===== config.mk =====
export PLATFORM = sky130hd
export DESIGN_NAME = vga_sync_generator
export DESIGN_NICKNAME = d
export VERILOG_FILES = /design/src/rtl/vga_sync_generator.sv
export SDC_FILE = /design/constraint.sdc
export NUM_CORES = 1
export LEC_CHECK = 0
export CORE_MARGIN = 5
export CORE_UTILIZATION = 39
export DETAILED_ROUTE_END_ITERATION = 10
export PLACE_DENSITY = 0.76
export SLEW_MARGIN = 20
export SYNTH_ARGS = -nofsm -noshare
export SYNTH_HDL_FRONTEND = slang
export SYNTH_SLANG_ARGS = --single-unit

===== constraint.sdc =====
create_clock -name clk -period 1.9 [get_ports clk]
set_input_delay 0.38 -clock clk [delete_from_list [all_inputs] [get_ports clk]]
set_output_delay 0.38 -clock clk [all_outputs]
set_load 0.005 [all_outputs]

===== src/rtl/vga_sync_generator.sv =====
// vga_sync_generator: VGA raster timing with registered, blanked RGB and active-low syncs
module vga_sync_generator #(
  parameter int CLK_DIV   = 2,
  parameter int H_VISIBLE = 640,
  parameter int H_FRONT   = 16,
  parameter int H_SYNC    = 96,
  parameter int H_BACK    = 48,
  parameter int V_VISIBLE = 480,
  parameter int V_FRONT   = 10,
  parameter int V_SYNC    = 2,
  parameter int V_BACK    = 33
) (
  input  logic        clk,
  input  logic        rst_n,
  input  logic [3:0]  red_in,
  input  logic [3:0]  green_in,
  input  logic [3:0]  blue_in,
  output logic [31:0] row,
  output logic [31:0] col,
  output logic        frame_start,
  output logic        vga_hs,
  output logic        vga_vs,
  output logic [3:0]  vga_r,
  output logic [3:0]  vga_g,
  output logic [3:0]  vga_b
);
  localparam int H_TOTAL = H_VISIBLE + H_FRONT + H_SYNC + H_BACK;
  localparam int V_TOTAL = V_VISIBLE + V_FRONT + V_SYNC + V_BACK;
  localparam int HW = $clog2(H_TOTAL) > 10 ? $clog2(H_TOTAL) : 10;
  localparam int VW = $clog2(V_TOTAL) > 10 ? $clog2(V_TOTAL) : 10;
  localparam int DW = CLK_DIV > 1 ? $clog2(CLK_DIV) : 1;
  localparam logic [DW-1:0] DIV_LAST = DW'(CLK_DIV - 1);
  localparam logic [HW-1:0] H_LAST   = HW'(H_TOTAL - 1);
  localparam logic [HW-1:0] H_VIS    = HW'(H_VISIBLE);
  localparam logic [HW-1:0] HS_START = HW'(H_VISIBLE + H_FRONT);
  localparam logic [HW-1:0] HS_END   = HW'(H_VISIBLE + H_FRONT + H_SYNC);
  localparam logic [VW-1:0] V_LAST   = VW'(V_TOTAL - 1);
  localparam logic [VW-1:0] V_VIS    = VW'(V_VISIBLE);
  localparam logic [VW-1:0] VS_START = VW'(V_VISIBLE + V_FRONT);
  localparam logic [VW-1:0] VS_END   = VW'(V_VISIBLE + V_FRONT + V_SYNC);

  logic [DW-1:0] div_q, div_d;
  logic [HW-1:0] h_q, h_d;
  logic [VW-1:0] v_q, v_d;
  logic [11:0]   rgb_q, rgb_d;
  logic          hs_q, hs_d, vs_q, vs_d, fs_q, fs_d;
  logic          tick, h_wrap, v_wrap, video_on;

  assign col         = video_on ? 32'(h_q) : '0;
  assign row         = video_on ? 32'(v_q) : '0;
  assign vga_r       = rgb_q[11:8];
  assign vga_g       = rgb_q[7:4];
  assign vga_b       = rgb_q[3:0];
  assign vga_hs      = hs_q;
  assign vga_vs      = vs_q;
  assign frame_start = fs_q;

  // Next-state: counters advance on the pixel tick; the output stage samples the pixel being left
  always_comb begin
    tick     = div_q == DIV_LAST;
    h_wrap   = h_q == H_LAST;
    v_wrap   = v_q == V_LAST;
    video_on = (h_q < H_VIS) && (v_q < V_VIS);
    div_d    = tick ? '0 : div_q + DW'(1);
    h_d      = !tick ? h_q : h_wrap ? '0 : h_q + HW'(1);
    v_d      = !(tick && h_wrap) ? v_q : v_wrap ? '0 : v_q + VW'(1);
    rgb_d    = !tick ? rgb_q : video_on ? {red_in, green_in, blue_in} : '0;
    hs_d     = !tick ? hs_q : !(h_q >= HS_START && h_q < HS_END);
    vs_d     = !tick ? vs_q : !(v_q >= VS_START && v_q < VS_END);
    fs_d     = tick && h_wrap && v_wrap;
  end

  // State registers; reset puts the raster at (0,0) with syncs idle and colour blanked
  always_ff @(posedge clk or negedge rst_n) begin
    if (!rst_n) begin
      div_q <= '0;
      h_q   <= '0;
      v_q   <= '0;
      rgb_q <= '0;
      hs_q  <= 1'b1;
      vs_q  <= 1'b1;
      fs_q  <= 1'b0;
    end else begin
      div_q <= div_d;
      h_q   <= h_d;
      v_q   <= v_d;
      rgb_q <= rgb_d;
      hs_q  <= hs_d;
      vs_q  <= vs_d;
      fs_q  <= fs_d;
    end
  end
endmodule


Word level (Yosys, flattened, before mapping):

Index checks and enable logic that the tools add are counted.

* bits in registers: 36
* bits in latches: 0
* bits in writable memories: 0
* memory bits (read-only): 0
* bits of input ports: 14
* word-level logic and storage cells: 31
* memories kept: 0

* add/subtract/negate cells: 3
* multipliers: 0
* div/mod/pow operators: 0
* magnitude comparators: 6
* equal/unequal tests: 2
* shifts and indexed selects: 0
* multiplexer cells: 6
* bitwise logic cells: 0
* reductions and logical operators: 7

Operator list (count)
* $mux W10: 4
* $add A10 B1 Y10 const B: 2
* $eq A10 B10 Y1 const B: 2
* $lt A10 B10 Y1 const B: 2
* $lt A10 B9 Y1 const B: 2
* $mux W12: 1
* $ge A10 B10 Y1 const B: 1
* $ge A10 B9 Y1 const B: 1
* $logic_and A1 B1 Y1: 5
* $logic_not A1 Y1: 2
* $add A1 B1 Y1 const B: 1
* $mux W1: 1

Depth between registers and ports, before layout:

* word-level depth: 3
* mapped depth: 7
* mapped depth without buffers: 6

Worst setup path before layout:

Ideal clock, no wire load.

* path type: register to output
* start point: register v_q[5]
* end point: output port col[8]
* arrival time: 1.543 ns
* path slack: -0.023 ns
* cell stages (with the launch flop): 7
* buffers on the path: 3
* cell sequence: dfrtp_1 > clkbuf_1 > and4_1 > clkbuf_1 > nor3_2 > clkbuf_1 > and2_1

* word-level cells in the longest chain between the ends: 3

Ends and longest elaborated chain
* start, declared: line 44 `logic [VW-1:0] v_q, v_d;`
* start signal, assigned: line 86 `v_q <= v_d;`
* $lt A10 B9 Y1: line 63 `video_on = (h_q < H_VIS) && (v_q < V_VIS);`
* $logic_and A1 B1 Y1: line 63
* $mux W10: line 49 `assign col = video_on ? 32'(h_q) : '0;`
* end, declared: line 19 `output logic [31:0] col,`

No other way between the ends.

Worst setup path after layout:

* start point: register v_q[8]
* end point: output port col[8]

Same word-level chain as after synthesis.

==> results.py <==
metrics = {
    "power": {
        "intPower_w": 0.001126,
        "powerDensity_nw_per_um2": 475.6,
        "power.leakage_nw": 1.537,
        "pwr-share-clk_pct": 38.9,
        "p_sw_share_pct": 22.93,
        "vdd_ir_drop_max_mv": 0.3293,
        "p_seq_share_pct": 53.8,
        "switchingPower_w": 0.0003352,
        "p_comb_share_pct": 7.4,
    },
    "sta": {
        "min_period_ps": 2028,
        "final_hold_viol_count": 0,
        "rsz0062_at_grt": "true",
        "timing.setup.tns_ps": -1176,
        "fmax_mhz": 493.1,
        "slew_violations": 0,
        "clock-skew-final_ps": 5.943,
        "setup_viol": 15,
        "fin_ws_ps": -128.1,
        "period_share_pct": 106.7,
    },
    "critical_path": {
        "r2r_setup_slack_ps": 90,
        "r2r-end": "v_q[9]",
        "critPathMaxFanout": 3,
        "cp-startpoint": "v_q[8]",
        "critPathKind": "flip-flop to output port",
        "worstSetupEndpointType": "output port",
        "critPathLaunchType": "flip-flop",
        "crit_required_ps": 1520,
        "worstSetupEndpoint": "col[8]",
        "rr_worst_depth": 6,
        "arrival_ps": 1650,
        "timing.rr.start": "h_q[7]",
    },
    "grt": {
        "grt_pass1_vias": 1760,
        "antenna_found_initial": 0,
        "grt_pass1_wl_um": 8473,
        "track_usage_pct": 14.38,
        "grt_overflow_total": 0,
        "grt_max_degree": 37,
    },
    "final_layout": {
        "synthToLayoutAreaGrowth_pct": 38.84,
        "antennaDiodeCount": 0,
        "fin_area_um2": 3073,
        "layout.nets": 339,
        "drive_gt1_share_pct": 29.50,
        "final_util_pct": 55.81,
    },
    "yosys": {
        "yosys_register_bits": 36,
        "synth-edff-count": 0,
        "synth_cells": 240,
        "yosys_warnings": 0,
        "yosysUniqueCellTypes": 40,
        "synthFlopType": "dfrtp_1",
        "netlist_area_um2": 2213,
        "avgSynthCellArea_um2": 9.222,
        "yosysSeqAreaShare_pct": 40.81,
        "synthArstFlopShare_pct": 100.0,
    },
    "routing": {
        "drt_iter0_drc": 58,
        "firstDrtPassIters": 4,
        "final_antenna_net_count": 0,
        "vias": 1813,
        "avgViaCountPerCell": 4.602,
        "routedWlPerCell_um": 13.46,
        "drt-total-wl_um": 5305,
        "drc": 0,
    },
    "clock_network": {
        "root_buffer": "clkbuf_8",
        "hold_buffers": 0,
        "htreeDepth": 2,
        "clock_latency_ps": 290,
        "numCtsBuffers": 5,
        "cts.path.max_buffers": 2,
        "cts.clk_slew.worst_paths_ps": 70,
        "clock-sinks": 36,
        "cts_tree": "built",
    },
    "placed_design": {
        "dpl_cell_area_um2": 2731,
        "pre_cts_slack_ps": -143.5,
        "gp_congestion": 0.8597,
        "hpwlAfterDp_um": 3774,
        "port_buffers": 47,
    },
    "floorplanning": {
        "io_pins": 93,
        "die_x_um": 85.34,
        "dieArea_um2": 7282,
        "core_region_area_um2": 5507,
        "start_util_pct": 40.20,
        "rows": 27,
        "fp.dieH_um": 85.34,
    },
    "run_status": {
        "status": "finished, violations left",
        "violations": "setup timing",
    },
    "min_path": {
        "hp-class": "flip-flop to flip-flop",
    },
    "run": {
        "maxCapViolations": 0,
    },
}
through the flow:
stage                     hold WS [ps]  total power, W  std cells
after floorplan                  84.41       0.0009011        284
after global placement           477.0       0.0009047        370
after detailed placement         483.4       0.0009068        370
after CTS                        491.7        0.001478        391
after global routing             510.0        0.001522        394
final                            490.4        0.001462        394
area by class of cell:
type	instances	area (um^2)
clock buffer	7	86.33
clock inverter	1	7.507
fill	466	2434
inverter	17	63.81
multi-input combinational	174	1110
sequential	36	903.4
tap	72	90.09
timing repair buffer	87	812.0
critical path: stages, from the launching register on:
cell and delay [ps]:
dfrtp_1 390, and4_4 210, nor3_4 220, buf_6 130
buf_6 90, buf_6 90, and2_4 140, buf_6 90
worst min path at each step:
stage | start | to | slack (ps) | depth (start not counted)
4_1_cts | vga_vs | vga_vs | 490 | 2
3_5_place_dp | vga_vs | vga_vs | 480 | 2
3_3_place_gp | vga_vs | vga_vs | 480 | 2
2_1_floorplan | rst_n | div_q | 80 | 0
6_report | vga_vs | vga_vs | 490 | 2
5_1_grt | vga_vs | vga_vs | 510 | 2
metal layers:
layer	vias to the layer above	routed length, um	global-route usage [%]	share of wire, %
met3	11	469	4.369	8.8
met1	843	2281	18.16	43
li1	880	-	-	-
met2	79	2458	23.23	46
met5	-	0	0	0
met4	0	95	5.036	1.8
placed cells by master, fill, tap and decap left out, types with 3 or more instances in the layout:
| cell | count |
|---|---|
| conb_1 | 45 |
| dfrtp_1 | 34 |
| clkdlybuf4s50_1 | 28 |
| buf_4 | 28 |
| buf_6 | 26 |
| inv_1 | 17 |
| o21ai_0 | 16 |
| nand3_1 | 15 |
| and2_4 | 14 |
| nand4_1 | 11 |
| nor2_1 | 9 |
| nand2_1 | 7 |
| xnor2_1 | 7 |
| xor2_1 | 6 |
| clkbuf_8 | 6 |
| and2_1 | 5 |
| ha_1 | 4 |
| and3_1 | 3 |
| buf_2 | 3 |
flip-flops by register name, summed over array words and instances (netlist names):
name / count
frame_start: 1
h_q: 10
vga_hs: 1
vga_vs: 1
rgb_q: 12
v_q: 10
div_q: 1
synth_stat cells, types with 2 or more instances:
| cell | instances | share of area (%) |
|---|---|---|
| nand2_1 | 7 | 1.2 |
| a21oi_1 | 2 | 0.45 |
| o21ai_0 | 16 | 3.6 |
| dfrtp_1 | 34 | 38 |
| a22o_1 | 2 | 0.79 |
| nand4_1 | 11 | 3.1 |
| nor2_1 | 9 | 1.5 |
| clkbuf_1 | 7 | 1.2 |
| and2_1 | 18 | 5.1 |
| and3_2 | 2 | 0.68 |
| nand3_1 | 15 | 3.4 |
| ha_1 | 4 | 2.3 |
| dfstp_2 | 2 | 2.4 |
| inv_1 | 17 | 2.9 |
| nor4_1 | 6 | 1.7 |
| nor3_1 | 2 | 0.45 |
| buf_2 | 3 | 0.68 |
| and4_1 | 4 | 1.6 |
| buf_4 | 45 | 15 |
| xor2_1 | 6 | 2.4 |
| and3_1 | 3 | 0.85 |
| xnor2_1 | 7 | 2.8 |
timing repair:
item | CTS | global route
pin swaps | 10 | 6
gates resized for setup | 112 | 12
buffers inserted | 12 | 5
endpoints found under the hold margin | 0 | 0
gates cloned | 1 | 0
setup endpoints to repair | 19 | 31
power by group through the flow:
stage,clock network (W),registers (W),logic (W)
after floorplan,0,0.000802,0.0000994
final,0.000568,0.000786,0.000108
after global placement,0,0.000800,0.000105
after CTS,0.000585,0.000786,0.000107
after global routing,0.000613,0.000787,0.000122
after detailed placement,0,0.000800,0.000106
cell families after synthesis:
| family | Yosys count | share of synthesized area [%] |
|---|---|---|
| adder cells (fa/ha/maj) | 4 | 2.261 |
| AO/OA/AOI/OAI | 25 | 6.502 |
| multiplexers | 1 | 0.5087 |
| other | 1 | 0.1694 |
| XOR/XNOR | 13 | 5.144 |
| buffers and inverters | 74 | 20.41 |
| flip-flops | 36 | 40.81 |
| AND/OR/NAND/NOR | 86 | 24.20 |
Power figures use the tool's default switching activity.
